**config.mk**
```make
export PLATFORM = sky130hd
export DESIGN_NAME = debounce_bank
export DESIGN_NICKNAME = d
export VERILOG_FILES = /design/src/rtl/debounce_pkg.sv /design/src/rtl/debounce_channel.sv /design/src/rtl/debounce_bank.sv
export SDC_FILE = /design/constraint.sdc
export NUM_CORES = 1
export LEC_CHECK = 0
export BUFFER_PORTS_ARGS = -buffer_cell sky130_fd_sc_hd__buf_4
export CAP_MARGIN = 5
export CORE_MARGIN = 4
export CORE_UTILIZATION = 56
export DETAILED_ROUTE_END_ITERATION = 10
export GPL_TIMING_DRIVEN = 0
export PLACE_DENSITY_LB_ADDON = 0.08
export SYNTH_ARGS = -nofsm -noshare
export SYNTH_HDL_FRONTEND = slang
export SYNTH_SLANG_ARGS = --single-unit
export TNS_END_PERCENT = 50
```
**constraint.sdc**
```tcl
create_clock -name clk -period 2.5 [get_ports clk]
set_clock_uncertainty 0.1 [all_clocks]
set_input_delay 0.25 -clock clk [delete_from_list [all_inputs] [get_ports clk]]
set_output_delay 0.25 -clock clk [all_outputs]
set_load 0.01 [all_outputs]
```
**src/rtl/debounce_pkg.sv**
```systemverilog
// Shared width helpers and types for the debounce_bank push-button conditioner.
package debounce_pkg;

  typedef enum logic {
    REP_FIRST,
    REP_NEXT
  } rep_phase_t;

  // $clog2 clamped to at least one bit so degenerate parameters still give legal vectors.
  function automatic int unsigned clog2_min1(input int unsigned v);
    return (v <= 32'd2) ? 32'd1 : $clog2(v);
  endfunction

  function automatic int unsigned tick_w(input int unsigned tick_div);
    return clog2_min1(tick_div);
  endfunction

  function automatic int unsigned stab_w(input int unsigned stable_ticks);
    return clog2_min1(stable_ticks);
  endfunction

  function automatic int unsigned rep_w(input int unsigned delay, input int unsigned rate);
    return clog2_min1(((delay > rate) ? delay : rate) + 32'd1);
  endfunction

endpackage

```
**src/rtl/debounce_channel.sv**
```systemverilog
// One debounced input: synchroniser, tick-sampled stability filter, press/release strobes and,
// with DEBOUNCE_REPEAT_EN defined, an auto-repeat strobe while held.
module debounce_channel
  import debounce_pkg::*;
#(
  parameter int unsigned STABLE_TICKS = 4,
  parameter int unsigned REPEAT_DELAY = 50,
  parameter int unsigned REPEAT_RATE  = 10
) (
  input  logic clk,
  input  logic rst,
  input  logic tick,
  input  logic raw,
  output logic level,
  output logic pressed,
  output logic released,
  output logic held
);

  localparam int unsigned SW = stab_w(STABLE_TICKS);
  localparam logic [SW-1:0] STAB_LAST = SW'(STABLE_TICKS - 1);

  logic          s1;
  logic          s2;
  logic [SW-1:0] stab_cnt;
  logic          commit;

  assign commit = tick && (s2 != level) && (stab_cnt == STAB_LAST);

  always_ff @(posedge clk) begin
    if (rst) begin
      s1       <= 1'b0;
      s2       <= 1'b0;
      stab_cnt <= '0;
      level    <= 1'b0;
      pressed  <= 1'b0;
      released <= 1'b0;
    end else begin
      s1       <= raw;
      s2       <= s1;
      pressed  <= 1'b0;
      released <= 1'b0;
      if (tick) begin
        if (s2 == level) begin
          stab_cnt <= '0;
        end else if (commit) begin
          level    <= s2;
          stab_cnt <= '0;
          pressed  <= s2;
          released <= ~s2;
        end else begin
          stab_cnt <= stab_cnt + SW'(1);
        end
      end
    end
  end

`ifdef DEBOUNCE_REPEAT_EN
  localparam int unsigned RW = rep_w(REPEAT_DELAY, REPEAT_RATE);
  localparam logic [RW-1:0] FIRST_AT = RW'(REPEAT_DELAY);
  localparam logic [RW-1:0] NEXT_AT  = RW'(REPEAT_RATE);

  logic [RW-1:0] rep_cnt;
  logic [RW-1:0] rep_inc;
  logic [RW-1:0] rep_target;
  rep_phase_t    rep_phase;

  always_comb begin
    rep_inc    = rep_cnt + RW'(1);
    rep_target = (rep_phase == REP_FIRST) ? FIRST_AT : NEXT_AT;
  end

  // Any commit clears the repeat state: a press restarts the delay, a release suppresses held.
  always_ff @(posedge clk) begin
    if (rst || !level || commit) begin
      rep_cnt   <= '0;
      rep_phase <= REP_FIRST;
      held      <= 1'b0;
    end else begin
      held <= 1'b0;
      if (tick) begin
        if (rep_inc == rep_target) begin
          held      <= 1'b1;
          rep_cnt   <= '0;
          rep_phase <= REP_NEXT;
        end else begin
          rep_cnt <= rep_inc;
        end
      end
    end
  end
`else
  logic unused_rep_cfg;
  assign unused_rep_cfg = ^{REPEAT_DELAY, REPEAT_RATE};
  assign held = 1'b0;
`endif

endmodule

```
**src/rtl/debounce_bank.sv**
```systemverilog
// Multi-channel push-button conditioner with one shared sample-tick divider.
// Auto-repeat on held buttons is built only when DEBOUNCE_REPEAT_EN is defined.
module debounce_bank
  import debounce_pkg::*;
#(
  parameter int unsigned CHANNELS     = 5,
  parameter int unsigned TICK_DIV     = 125000,
  parameter int unsigned STABLE_TICKS = 4,
  parameter int unsigned REPEAT_DELAY = 50,
  parameter int unsigned REPEAT_RATE  = 10
) (
  input  logic                clk,
  input  logic                rst,
  input  logic [CHANNELS-1:0] raw,
  output logic [CHANNELS-1:0] level,
  output logic [CHANNELS-1:0] pressed,
  output logic [CHANNELS-1:0] released,
  output logic [CHANNELS-1:0] held
);

  localparam int unsigned TW = tick_w(TICK_DIV);
  localparam logic [TW-1:0] TICK_LAST = TW'(TICK_DIV - 1);

  logic [TW-1:0] tick_cnt;
  logic          tick;

  assign tick = (tick_cnt == TICK_LAST);

  always_ff @(posedge clk) begin
    if (rst || tick) begin
      tick_cnt <= '0;
    end else begin
      tick_cnt <= tick_cnt + TW'(1);
    end
  end

  for (genvar i = 0; i < CHANNELS; i++) begin : g_ch
    debounce_channel #(
      .STABLE_TICKS(STABLE_TICKS),
      .REPEAT_DELAY(REPEAT_DELAY),
      .REPEAT_RATE (REPEAT_RATE)
    ) u_ch (
      .clk     (clk),
      .rst     (rst),
      .tick    (tick),
      .raw     (raw[i]),
      .level   (level[i]),
      .pressed (pressed[i]),
      .released(released[i]),
      .held    (held[i])
    );
  end

endmodule

```
==> results.ini <==
[status]
status = finished clean

[sta]
fmax_mhz = 483
worst_slack_ps = 431
tns_ps = 0
rsz0062_at_grt = no
finalCritPeriodShare_pct = 82.8
min_period_ps = 2070
drv_slew = 0
finalSetupViolCount = 0
worst_slew_pin_slew_ps = 569
relSlewSlack_pct = 61.9
finalHoldViolCount = 0

[layout]
nets = 275
mostFrequentLayoutCells = dfxtp_1 (52), buf_4 (40), nor2_1 (21)
n_antenna_cell = 0
final_cells = 311
area_growth_pct = 14.5
layout_commonest_cell = dfxtp_1
final_layout_size_suffix_gt1_share_pct = 20.9

[synthesis]
ys_seq_area_share_pct = 47.4
synth_top_area_share_pct = 47.4
postSynthCellCount = 231
synth-seq-cells = 52
synthTopCellsByArea = dfxtp_1 (47%), buf_4 (6.8%), xnor2_1 (6.0%), and4b_1 (4.6%), nor2_1 (3.6%)
yosysTopAreaCell = dfxtp_1
synth_cell_types = 28
avgSynthCellArea_um2 = 9.51
synth_warnings = 0
synth_area_mm2 = 0.00220

[run]
max_cap_violations = 0

[worst_setup_path]
end_kind = flip-flop
crit_slowest_cell = nor2_1
crit_fanout = 10
worstPathCellList = ha_1, and4_1, nand4_2, nor2_1, and4b_1
r2r_setup_slack_ps = 430
worstSetupStartpointType = flip-flop
critPathKind = flip-flop to flip-flop
cp.required_ps = 2630
arrival_ps = 2200
slowest_delay_ps = 520

[global_routing]
grt_usage_pct = 16.0
first_global_vias = 1508
grt_overflow = 0
antenna_found_initial = 0
grt_pass1_wl_um = 6490
grt_max_degree = 16

[placed_design]
routabilityCongestion = 0.755
dp_cells = 303
pre_cts_slack_ps = 459
io_buffers = 20
hpwl_um = 2740

[routing]
firstDrtPassIters = 4
route.detailed.drc = 0
drt_iter0_markers = 57
met2_length_um = 1690
final_antenna_net_count = 0
wl_met1_um = 1790
routed_via_density = 5.09
routedWlPerCell_um = 12.0
via_count = 1583
dr_wl_met3_um = 212
wirelength_um = 3740
highest_layer = met4

[die]
row_count = 22
fp.dieW_um = 70.6
io-pin-count = 27
start_util_pct = 59.1
die_height_um = 70.6
coreArea_mm2 = 0.00372
die_area_mm2 = 0.00499

[power_and_ir_drop]
p_comb_share_pct = 3.3
p_clk_share_pct = 34.6
p_sw_mw = 0.282
p_seq_share_pct = 62.1
power-per-cell-area_mw_per_mm2 = 543
p_sw_share_pct = 20.7
intPower_mw = 1.08
ir_drop_v = 0.000424
power.leakage_nw = 1.05

[cts]
cts.clk_slew.worst_paths_ps = 90
root_buffer = clkbuf_8
cts-resized-gates = 0
clk_path_buf_depth = 2
cts_sinks = 52
cts_tree = yes
post_cts_buffers = 0
cts-htree-levels = 2
clk_latency_ps = 290
cts_made_buffers = 5
hold_buffers = 0

[min_path]
min_path_type = input pin to flip-flop

## cells in the mapped netlist
cell	n
conb_1	1
nor4_1	5
xnor2_1	15
nor2_1	21
or3_1	2
buf_4	20
clkbuf_1	4
nand4b_1	3
dfxtp_1	52
nand2_1	11
nor2b_1	12
ha_1	6
a21oi_1	14
buf_2	4
nand4_1	3
and4bb_1	2
nand3_1	13
inv_1	9
nand4_2	2
o21ai_0	6
or4_1	2
nor3_1	4
mux2i_1	2
and4b_1	10
and4_1	2
nand2b_1	1
xor2_1	4
nor4_2	1
## sequential cells by signal, summed over array words and instances, names as in the netlist
register and flops:
g_ch.u_ch.level 5, g_ch.u_ch.pressed 5, g_ch.u_ch.released 5, g_ch.u_ch.s1 5, g_ch.u_ch.s2 5, g_ch.u_ch.stab_cnt 10
tick_cnt 17
## kinds of logic after synthesis
logic type | Yosys count | share of synthesized area, %
flip-flops | 52 | 47.4
adder cells (fa/ha/maj) | 6 | 3.42
AND/OR/NAND/NOR | 94 | 26.0
AO/OA/AOI/OAI | 20 | 4.56
buffers and inverters | 37 | 9.97
XOR/XNOR | 19 | 7.58
multiplexers | 2 | 0.912
other | 1 | 0.171
## worst max-delay path, delay by kind of cell (launching register included)
family | cells | cell delay [ps]
fa+ha+maj | 1 | 240
flops | 1 | 380
simple gates | 4 | 1300
## power groups by stage
stage                     Combinational, mW  Clock (mW)  Sequential [mW]
after floorplan                      0.0333           0            0.865
after global placement               0.0443           0            0.867
after detailed placement             0.0448           0            0.867
after CTS                            0.0450       0.489            0.848
after global routing                 0.0507       0.525            0.850
final                                0.0450       0.471            0.848
## stage by stage
| step | area [um2] | util, % | total power, mW | hold WS, ps |
|---|---|---|---|---|
| 3_5_place_dp | 2420 | 65.2 | 0.912 | 324 |
| 6_report | 2510 | 67.6 | 1.36 | 62.0 |
| 5_1_grt | 2510 | 67.6 | 1.43 | 65.0 |
| 4_1_cts | 2510 | 67.6 | 1.38 | 54.8 |
| 2_1_floorplan | 2210 | - | 0.898 | 278 |
| 3_3_place_gp | 2420 | 65.2 | 0.911 | 319 |
## worst paths after layout
| path | to | cells after the start | from |
|---|---|---|---|
| hold reg to reg | g_ch[1].u_ch.s2$_SDFF_PP0_ | 1 | g_ch[1].u_ch.s1$_SDFF_PP0_ |
| hold / removal | g_ch[0].u_ch.s1$_SDFF_PP0_ | 2 | raw[0] |
| setup / recovery | g_ch[3].u_ch.released$_SDFF_PP0_ | 5 | tick_cnt[0]$_SDFF_PP0_ |
| setup reg to reg | g_ch[3].u_ch.released$_SDFF_PP0_ | 5 | tick_cnt[0]$_SDFF_PP0_ |
## area by class of cell
class	count	area [um2]
clock buffer	6	82.6
timing repair buffer	20	150
buffer	28	185
fill	329	1200
inverter	9	33.8
multi-input combinational	146	951
tap	48	60.1
sequential	52	1040
clock inverter	2	10.0
## per-layer routing
layer / GRT usage [%] / vias to the layer above
met5: 0 / -
met4: 5.22 / 0
met3: 4.40 / 4
met2: 26.4 / 36
met1: 20.2 / 718
li1: - / 825
No activity file was read; power rests on OpenSTA's default activity.
